File: src/rtl/fa_bist_pkg.sv
// rtl/fa_bist_pkg.sv - shared types and constants for the full adder BIST engine
// Purpose: state encoding and vector-space constants used by full_adder_bist.
// Ports: none (package).
package fa_bist_pkg;

  typedef enum logic [1:0] {
    IDLE   = 2'd0,
    SETTLE = 2'd1,
    CHECK  = 2'd2,
    DONE   = 2'd3
  } state_e;

  localparam int NUM_VECTORS = 8;
  localparam int VEC_W       = 3;

endpackage

File: src/rtl/fa_bist_golden.sv
// rtl/fa_bist_golden.sv - combinational reference model of a 1-bit full adder
// Purpose: golden sum/carry used by the BIST engine to judge the adder under test.
// Ports:
//   a, b, c  in   adder operands and carry-in
//   sum      out  a ^ b ^ c
//   carry    out  majority(a, b, c)
module fa_bist_golden
  import fa_bist_pkg::*;
(
  input  logic a,
  input  logic b,
  input  logic c,
  output logic sum,
  output logic carry
);

  assign sum   = a ^ b ^ c;
  assign carry = (a & b) | (b & c) | (a & c);

endmodule

File: src/rtl/full_adder_bist.sv
// rtl/full_adder_bist.sv - built-in self-test engine for a 1-bit full adder
// Purpose: sweeps a/b/c through all 8 vectors, holds each for SETTLE_CYCLES clocks,
//   samples x/y for one CHECK clock, compares with fa_bist_golden and reports results.
// Optional feature: define FA_BIST_LOG_EN to implement the fail_map register;
//   otherwise fail_map is tied to 8'h00.
// Ports:
//   clk, rst        clock (rising edge), asynchronous active-high reset
//   start           1-cycle run request, honoured only in IDLE or DONE
//   x, y            sum / carry returned by the adder under test
//   a, b, c         registered stimulus ({a,b,c} = vector index)
//   busy, done      busy in SETTLE/CHECK, done held in DONE
//   pass            1 iff no vector mismatched (valid when done)
//   err_cnt         saturating count of mismatching vectors
//   first_fail_vec  index of the first mismatching vector, 0 if none
//   fail_map        per-vector mismatch bitmap
module full_adder_bist
  import fa_bist_pkg::*;
#(
  parameter int SETTLE_CYCLES = 1,  // must be >= 1
  parameter int ERR_W         = 4
) (
  input  logic             clk,
  input  logic             rst,
  input  logic             start,
  input  logic             x,
  input  logic             y,
  output logic             a,
  output logic             b,
  output logic             c,
  output logic             busy,
  output logic             done,
  output logic             pass,
  output logic [ERR_W-1:0] err_cnt,
  output logic [2:0]       first_fail_vec,
  output logic [7:0]       fail_map
);

  localparam int CNT_W = (SETTLE_CYCLES > 1) ? $clog2(SETTLE_CYCLES) : 1;
  localparam logic [CNT_W-1:0] SETTLE_LAST = CNT_W'(SETTLE_CYCLES - 1);
  localparam logic [VEC_W-1:0] LAST_VEC    = VEC_W'(NUM_VECTORS - 1);
  localparam logic [ERR_W-1:0] ERR_MAX     = {ERR_W{1'b1}};

  state_e           state_q, state_d;
  logic [VEC_W-1:0] vec_q, vec_d;
  logic [CNT_W-1:0] cnt_q, cnt_d;
  logic [ERR_W-1:0] err_q, err_d;
  logic             any_fail_q, any_fail_d;
  logic [2:0]       ffv_q, ffv_d;
  logic             pass_q, pass_d;

  logic gold_sum, gold_carry;
  logic settle_last;
  logic mismatch;

  fa_bist_golden u_golden (
    .a     (vec_q[2]),
    .b     (vec_q[1]),
    .c     (vec_q[0]),
    .sum   (gold_sum),
    .carry (gold_carry)
  );

  assign settle_last = (cnt_q == SETTLE_LAST);
  // Gated by CHECK so unknowns on x/y outside the sample window cannot leak in.
  assign mismatch = (state_q == CHECK) && ((x != gold_sum) || (y != gold_carry));

  // State register
  always_ff @(posedge clk or posedge rst) begin
    if (rst) begin
      state_q <= IDLE;
    end else begin
      state_q <= state_d;
    end
  end

  // Next-state logic
  always_comb begin
    state_d = state_q;
    case (state_q)
      IDLE, DONE: if (start) state_d = SETTLE;
      SETTLE:     if (settle_last) state_d = CHECK;
      CHECK:      state_d = (vec_q == LAST_VEC) ? DONE : SETTLE;
      default:    state_d = IDLE;
    endcase
  end

  // Output decode
  always_comb begin
    busy = 1'b0;
    done = 1'b0;
    case (state_q)
      SETTLE, CHECK: busy = 1'b1;
      DONE:          done = 1'b1;
      default: ;
    endcase
  end

  // Datapath next values
  always_comb begin
    vec_d      = vec_q;
    cnt_d      = cnt_q;
    err_d      = err_q;
    any_fail_d = any_fail_q;
    ffv_d      = ffv_q;
    pass_d     = pass_q;
    case (state_q)
      IDLE, DONE: begin
        if (start) begin
          vec_d      = '0;
          cnt_d      = '0;
          err_d      = '0;
          any_fail_d = 1'b0;
          ffv_d      = '0;
          pass_d     = 1'b0;
        end
      end
      SETTLE: begin
        cnt_d = settle_last ? '0 : cnt_q + 1'b1;
      end
      CHECK: begin
        if (mismatch) begin
          if (err_q != ERR_MAX) err_d = err_q + 1'b1;
          if (!any_fail_q) ffv_d = vec_q;
          any_fail_d = 1'b1;
        end
        // pass comes from the any-fail flag so a saturated counter cannot mislead it.
        if (vec_q == LAST_VEC) begin
          pass_d = !(any_fail_q || mismatch);
        end else begin
          vec_d = vec_q + 1'b1;
        end
      end
      default: ;
    endcase
  end

  always_ff @(posedge clk or posedge rst) begin
    if (rst) begin
      vec_q      <= '0;
      cnt_q      <= '0;
      err_q      <= '0;
      any_fail_q <= 1'b0;
      ffv_q      <= '0;
      pass_q     <= 1'b0;
    end else begin
      vec_q      <= vec_d;
      cnt_q      <= cnt_d;
      err_q      <= err_d;
      any_fail_q <= any_fail_d;
      ffv_q      <= ffv_d;
      pass_q     <= pass_d;
    end
  end

`ifdef FA_BIST_LOG_EN
  logic [7:0] map_q, map_d;

  always_comb begin
    map_d = map_q;
    if ((state_q == IDLE || state_q == DONE) && start) begin
      map_d = '0;
    end else if (mismatch) begin
      map_d[vec_q] = 1'b1;
    end
  end

  always_ff @(posedge clk or posedge rst) begin
    if (rst) begin
      map_q <= '0;
    end else begin
      map_q <= map_d;
    end
  end

  assign fail_map = map_q;
`else
  assign fail_map = 8'h00;
`endif

  // Stimulus is the registered vector index itself.
  assign a              = vec_q[2];
  assign b              = vec_q[1];
  assign c              = vec_q[0];
  assign pass           = pass_q;
  assign err_cnt        = err_q;
  assign first_fail_vec = ffv_q;

endmodule

File: config.mk
export PLATFORM = sky130hd
export DESIGN_NAME = full_adder_bist
export DESIGN_NICKNAME = d
export VERILOG_FILES = /design/src/rtl/fa_bist_pkg.sv /design/src/rtl/fa_bist_golden.sv /design/src/rtl/full_adder_bist.sv
export SDC_FILE = /design/constraint.sdc
export NUM_CORES = 1
export LEC_CHECK = 0
export CORE_MARGIN = 2
export CORE_UTILIZATION = 30
export DETAILED_ROUTE_END_ITERATION = 12
export PLACE_DENSITY = 0.66
export SYNTH_ARGS = -nofsm -noshare
export SYNTH_HDL_FRONTEND = slang
export SYNTH_SLANG_ARGS = --single-unit
File: constraint.sdc
create_clock -name clk -period 5.35 [get_ports clk]
set_clock_uncertainty 0.1 [all_clocks]
set_input_delay 1.07 -clock clk [delete_from_list [all_inputs] [get_ports clk]]
set_output_delay 1.07 -clock clk [all_outputs]
set_load 0.05 [all_outputs]
Word level (Yosys, flattened, before mapping)
Cells that the tools add are included.
- add/sub/neg operators: 3
- multiply operators: 0
- div/mod/pow operators: 0
- order comparisons: 0
- eq/ne operators: 14
- shift-type cells: 0
- mux-type cells: 23
- bitwise gates (word level): 7
- reduce and logical (&&, ||, !) cells: 16
- operator list (cell ; count):
    $mux W3 ; 4
    $mux W4 ; 3
    $pmux W3 S2 ; 2
    $ne A2 B2 Y1 const B ; 5
    $reduce_and A3 Y1 ; 3
    $pmux W4 S2 ; 1
    $reduce_and A4 Y1 ; 2
    $mux W1 ; 6
    $mux W2 ; 3
    $pmux W1 S2 ; 3
    $pmux W2 S3 ; 1
    $add A4 B1 Y4 const B ; 1
    $eq A2 B2 Y1 const B ; 2
    $ne A2 B1 Y1 const B ; 2
    $ne A4 B4 Y1 const B ; 1
    $reduce_and A2 Y1 ; 2
    $reduce_bool A2 Y1 ; 2
    $reduce_or A2 Y1 ; 2
    $add A3 B1 Y3 const B ; 1
    $and A1 B1 Y1 ; 3
    $eq A3 B3 Y1 const B ; 1
    $eq A2 B1 Y1 const B ; 1
    $logic_not A2 Y1 ; 1
    $logic_or A1 B1 Y1 ; 2
    other kinds (6) ; 9
- register bits: 15
- bits in latches: 0
- RAM bits: 0
- ROM bits: 0
- bits of input ports: 5
- output and inout bits: 21
- logic and storage cells: 70
- memories kept: 0

Depth between registers and ports, before layout
- word-level depth: 10
- mapped depth: 7
- depth with buffers taken out: 6

Modules after synthesis
Synthesis repeated with hierarchy kept, for this count alone.
- cell total of the unflattened synthesis: 91
- area total of the unflattened synthesis: 898.4 um^2
- modules (own cells, without submodules) (module ; times used ; cells an instance ; area an instance (um^2) ; seq. area each (um^2)):
    full_adder_bist ; 1 ; 90 ; 878.3 ; 350.3
    fa_bist_golden ; 1 ; 1 ; 20.0 ; 0.0

Worst setup path after synthesis
Ideal clock, no wire load.
- kind: flip-flop to flip-flop
- start point: register vec_q[2]
- end point: register err_q[0] (netlist: err_cnt[0])
- library setup time: 125 ps
- arrival time: 2209 ps
- data required time: 5125 ps
- slack: 2916 ps
- cell stages (with the launch flop): 7
- path buffers: 0
- clock period less this slack: 2434 ps
- cell sequence: dfrtp_1 inv_1 fa_1 xor2_1 a31oi_4 o21ai_2 mux2_4
- word-level cells in the longest chain between the ends: 8
- elaborated cells on any way between the ends: 12
- those cells by class: eq/ne (3); bitwise (6); reduce/logical (3)
- ends and longest elaborated chain (element ; line ; RTL):
    start: declaration ; full_adder_bist.sv:44 ; logic [VEC_W-1:0] vec_q, vec_d;
    start signal: assignment ; full_adder_bist.sv:146 ; vec_q <= vec_d;
    $and A1 B1 Y1 ; fa_bist_golden.sv:18 ; assign carry = (a & b) | (b & c) | (a & c);
    $or A1 B1 Y1 (2 in a row) ; fa_bist_golden.sv:18 ;
    $ne A1 B1 Y1 ; full_adder_bist.sv:65 ; assign mismatch = (state_q == CHECK) && ((x != gold_sum) || (y != gold_carry));
    $logic_or A1 B1 Y1 * ; full_adder_bist.sv:65 ;
    $logic_and A1 B1 Y1 * ; full_adder_bist.sv:65 ;
    $ne A2 B2 Y1 (no line) * ; n/a ;
    $reduce_and A4 Y1 (no line) * ; n/a ;
    end signal: assignment ; full_adder_bist.sv:148 ; err_q <= err_d;
    end: declaration ; full_adder_bist.sv:46 ; logic [ERR_W-1:0] err_q, err_d;
Mark *: on every way between the ends. The rest lies on a longest branch, timed or not.
A chain may end at the register's enable or synchronous reset.

Worst setup path after layout
- start point: register state_q[0]
- end point: output busy
- word-level cells in the longest chain between the ends: 3
- elaborated cells on any way between the ends: 4
- those cells by class: eq/ne (2); mux (1); reduce/logical (1)
- ends and longest elaborated chain (element ; line ; RTL):
    start: declaration ; full_adder_bist.sv:43 ; state_e state_q, state_d;
    start signal: assignment ; full_adder_bist.sv:72 ; state_q <= state_d;
    $eq A2 B2 Y1 / $eq A2 B1 Y1 (equally long branches) ; full_adder_bist.sv:91 ; case (state_q)
    $reduce_or A2 Y1 * ; full_adder_bist.sv:91 ;
    $mux W1 * ; full_adder_bist.sv:91 ;
    end: declaration ; full_adder_bist.sv:30 ; output logic busy,
Marked as above.

==> summary.txt <==
Synthesis-to-finish area growth - 21.3%
Worst-Margin Slew - 0.581 ns
Setup violations, final - 0
Placed cells - 130
CP peak stage delay - 0.81 ns
Cells after Synth - 85
CTS Root Cell - clkbuf_4
Count of buffers from port buffering - 17
Die H - 58.1 um
WP data arrival - 2.02 ns
DRC - 0
Depth of the CTS H-tree - 1
Clock latency on the worst-skew pair - 0.28 ns
Non-Filler Instances - 133
Leading area contributor after synthesis - dfrtp_1
Leak - 0.481 nW
Initial antenna violation count - 0
P per Cell Area - 446 mW/mm2
Fin. Hold Viols - 0
Core area - 0.00278 mm2
Hold Path Stages - 1
Gr usage total - 11.3%
Pin count of the biggest net entering global routing - 18
Number of global-route vias before repair - 660
Post-synth EDFFs - 0
Total gr overflow - 0
# diodes - 0
Async set-reset flop share out of synthesis - 100%
Top post-synthesis cells by area - dfrtp_1, ha_1, buf_4
CTS tree - yes
Syn. warnings - 0
Crit. path cell count - 4
Num CTS Buffers - 3
Final setup TNS - 0 ns
Max-slew headroom - 61.2%
Nets - 117
Placed wire-length estimate - 1200 um
Worst hold path class - reg -> reg
Clk buf depth - 2
Vias - 641
GP Congestion - 0.679
Synth top area share - 39.8%
CP startpoint kind - flip-flop
R2r worst-path depth - 6
Drt total wl - 1600 um
Final Critical Period - 3.19 ns
Row Count - 19
Count leader, synth - dfrtp_1
Starting Density - 31.6%
Tcrit/Tclk final - 59.6%
Top delay family on crit path - buffers and inverters
Crit path required time - 4.18 ns
Antenna Nets Post-Route - 0
Reg clk slew, reported paths - 0.08 ns
Sequential area share after synthesis - 39.8%
RSZ-0062 raised after global routing - no
Post-CTS sizing - 0
Num ports - 26
Crit path kind - reg -> out
Maximum vdd drop - 0.192 mV
CP Max Fanout - 4
Post-layout util - 38.4%
Hold_buf cts - 0
Average cell area after synthesis - 10.3 um2
Worst setup EP type - output port
Synthesized area - 880 um2
Top post-synthesis cells by count - dfrtp_1, buf_4, inv_1, ha_1
Slew Limit Fails - 0
Die W - 58.1 um
Pre-antenna DRT Iters - 4
Share of layout cells above drive strength 1 - 7.84%
Upper clock frequency limit - 0.314 GHz
Clock Sinks - 14
Max-cap violations - 0
Synth unique cells - 30
Critical-path cell list - inv_1 > ha_1 > inv_1 > clkdlybuf4s50_1
Setup Buffers After CTS - 0
Initial DRC count - 17
Most used cell, CP - inv_1
CP bufs+invs - 3
First-pass GRT wire length - 2900 um
Synthesized flop and latch total - 14
Drt wl/cell - 12.0 um
Prevailing post-synth register cell - dfrtp_1
Fillers - 286
Slowest-stage cell, CP - clkdlybuf4s50_1
Total die area - 0.00338 mm2
Status - finished clean
Via density per instance - 4.82
==> cells in the final DEF (no fill, tap or decap) <==
master	synthesis	final
fa_1	1	1
inv_1	8	8
mux2_2	1	1
mux2i_1	1	1
or3_1	1	1
nor3b_1	1	1
nor2b_1	3	3
conb_1	1	8
a21oi_1	5	5
clkbuf_4	0	3
dfrtp_1	14	14
o21ai_0	5	5
nor2_1	1	1
a31oi_4	1	1
xor2_1	2	2
a32o_1	2	2
mux2_4	1	1
clkdlybuf4s50_1	0	17
o31a_1	1	1
mux2i_2	1	1
o21ai_2	1	1
ha_1	7	7
a22o_1	2	2
a21o_1	1	1
o41ai_1	1	1
nand3_1	4	4
nand2_1	5	5
nand2b_1	2	2
mux2_1	1	1
nand4b_1	1	1
==> metrics by stage <==
stage | instance area [um2] | hold slack [ns] | worst slack (ns) | power, mW
2_1_floorplan | 906 | 0.405 | 2.92 | 0.358
3_3_place_gp | 1040 | 0.389 | 2.52 | 0.409
3_5_place_dp | 1040 | 0.388 | 2.46 | 0.418
4_1_cts | 1070 | 0.413 | 2.13 | 0.483
5_1_grt | 1070 | 0.438 | 2.03 | 0.514
6_report | 1070 | 0.416 | 2.16 | 0.476
==> cell families after synthesis <==
| kind of cell | after synthesis | share of synthesized area, % |
|---|---|---|
| adders and majority gates | 8 | 12.2 |
| and+or+nand+nor | 18 | 11.0 |
| xor gates and xnor gates | 2 | 1.99 |
| AOI/OAI and AO/OA | 19 | 16.2 |
| other | 1 | 0.426 |
| DFF | 14 | 39.8 |
| muxes | 5 | 6.97 |
| buffers and inverters | 18 | 11.4 |
==> per-layer routing <==
| layer | global-route usage, % | wire length [um] | vias to the layer above |
|---|---|---|---|
| li1 | - | - | 315 |
| met1 | 14.3 | 766 | 303 |
| met2 | 18.3 | 730 | 21 |
| met3 | 4.91 | 100 | 2 |
| met4 | 1.99 | 4 | 0 |
| met5 | 0 | 0 | - |
==> area by class of cell <==
| class | instances | area (um2) | area share (%) |
|---|---|---|---|
| flip-flops and latches | 14 | 350 | 32.8 |
| multi-input cells | 60 | 455 | 42.7 |
| repair buffers | 17 | 170 | 15.9 |
| well taps | 31 | 38.8 | 3.63 |
| inverters | 8 | 30.0 | 2.81 |
| clock buffers | 3 | 22.5 | 2.11 |
==> worst paths after layout <==
check                                        from           endpoint  slack [ns]
worst max-delay path                   state_q[0]               busy        2.16
worst min-delay path            first_fail_vec[1]  first_fail_vec[1]        0.42
worst max register to register         state_q[0]         err_cnt[0]        3.05
worst min register to register  first_fail_vec[1]  first_fail_vec[1]        0.42
max in group asynchronous                     rst  first_fail_vec[1]        3.77
min in group asynchronous                     rst         err_cnt[0]        1.02
==> report_power, final <==
| part | switching, mW | internal (mW) | total (mW) | leakage (nW) |
|---|---|---|---|---|
| sequential | 0.0204 | 0.124 | 0.145 | 0.190 |
| clock | 0.0358 | 0.0261 | 0.0619 | 0.0138 |
| combinational | 0.172 | 0.0969 | 0.269 | 0.277 |
| total | 0.229 | 0.247 | 0.476 | 0.481 |
==> flip-flops by register name (all words and copies together) (netlist names) <==
| register | cells |
|---|---|
| err_cnt | 4 |
| first_fail_vec | 3 |
| vec_q | 3 |
| state_q | 2 |
| any_fail_q | 1 |
| pass | 1 |
(Power assumes the default switching activity.)
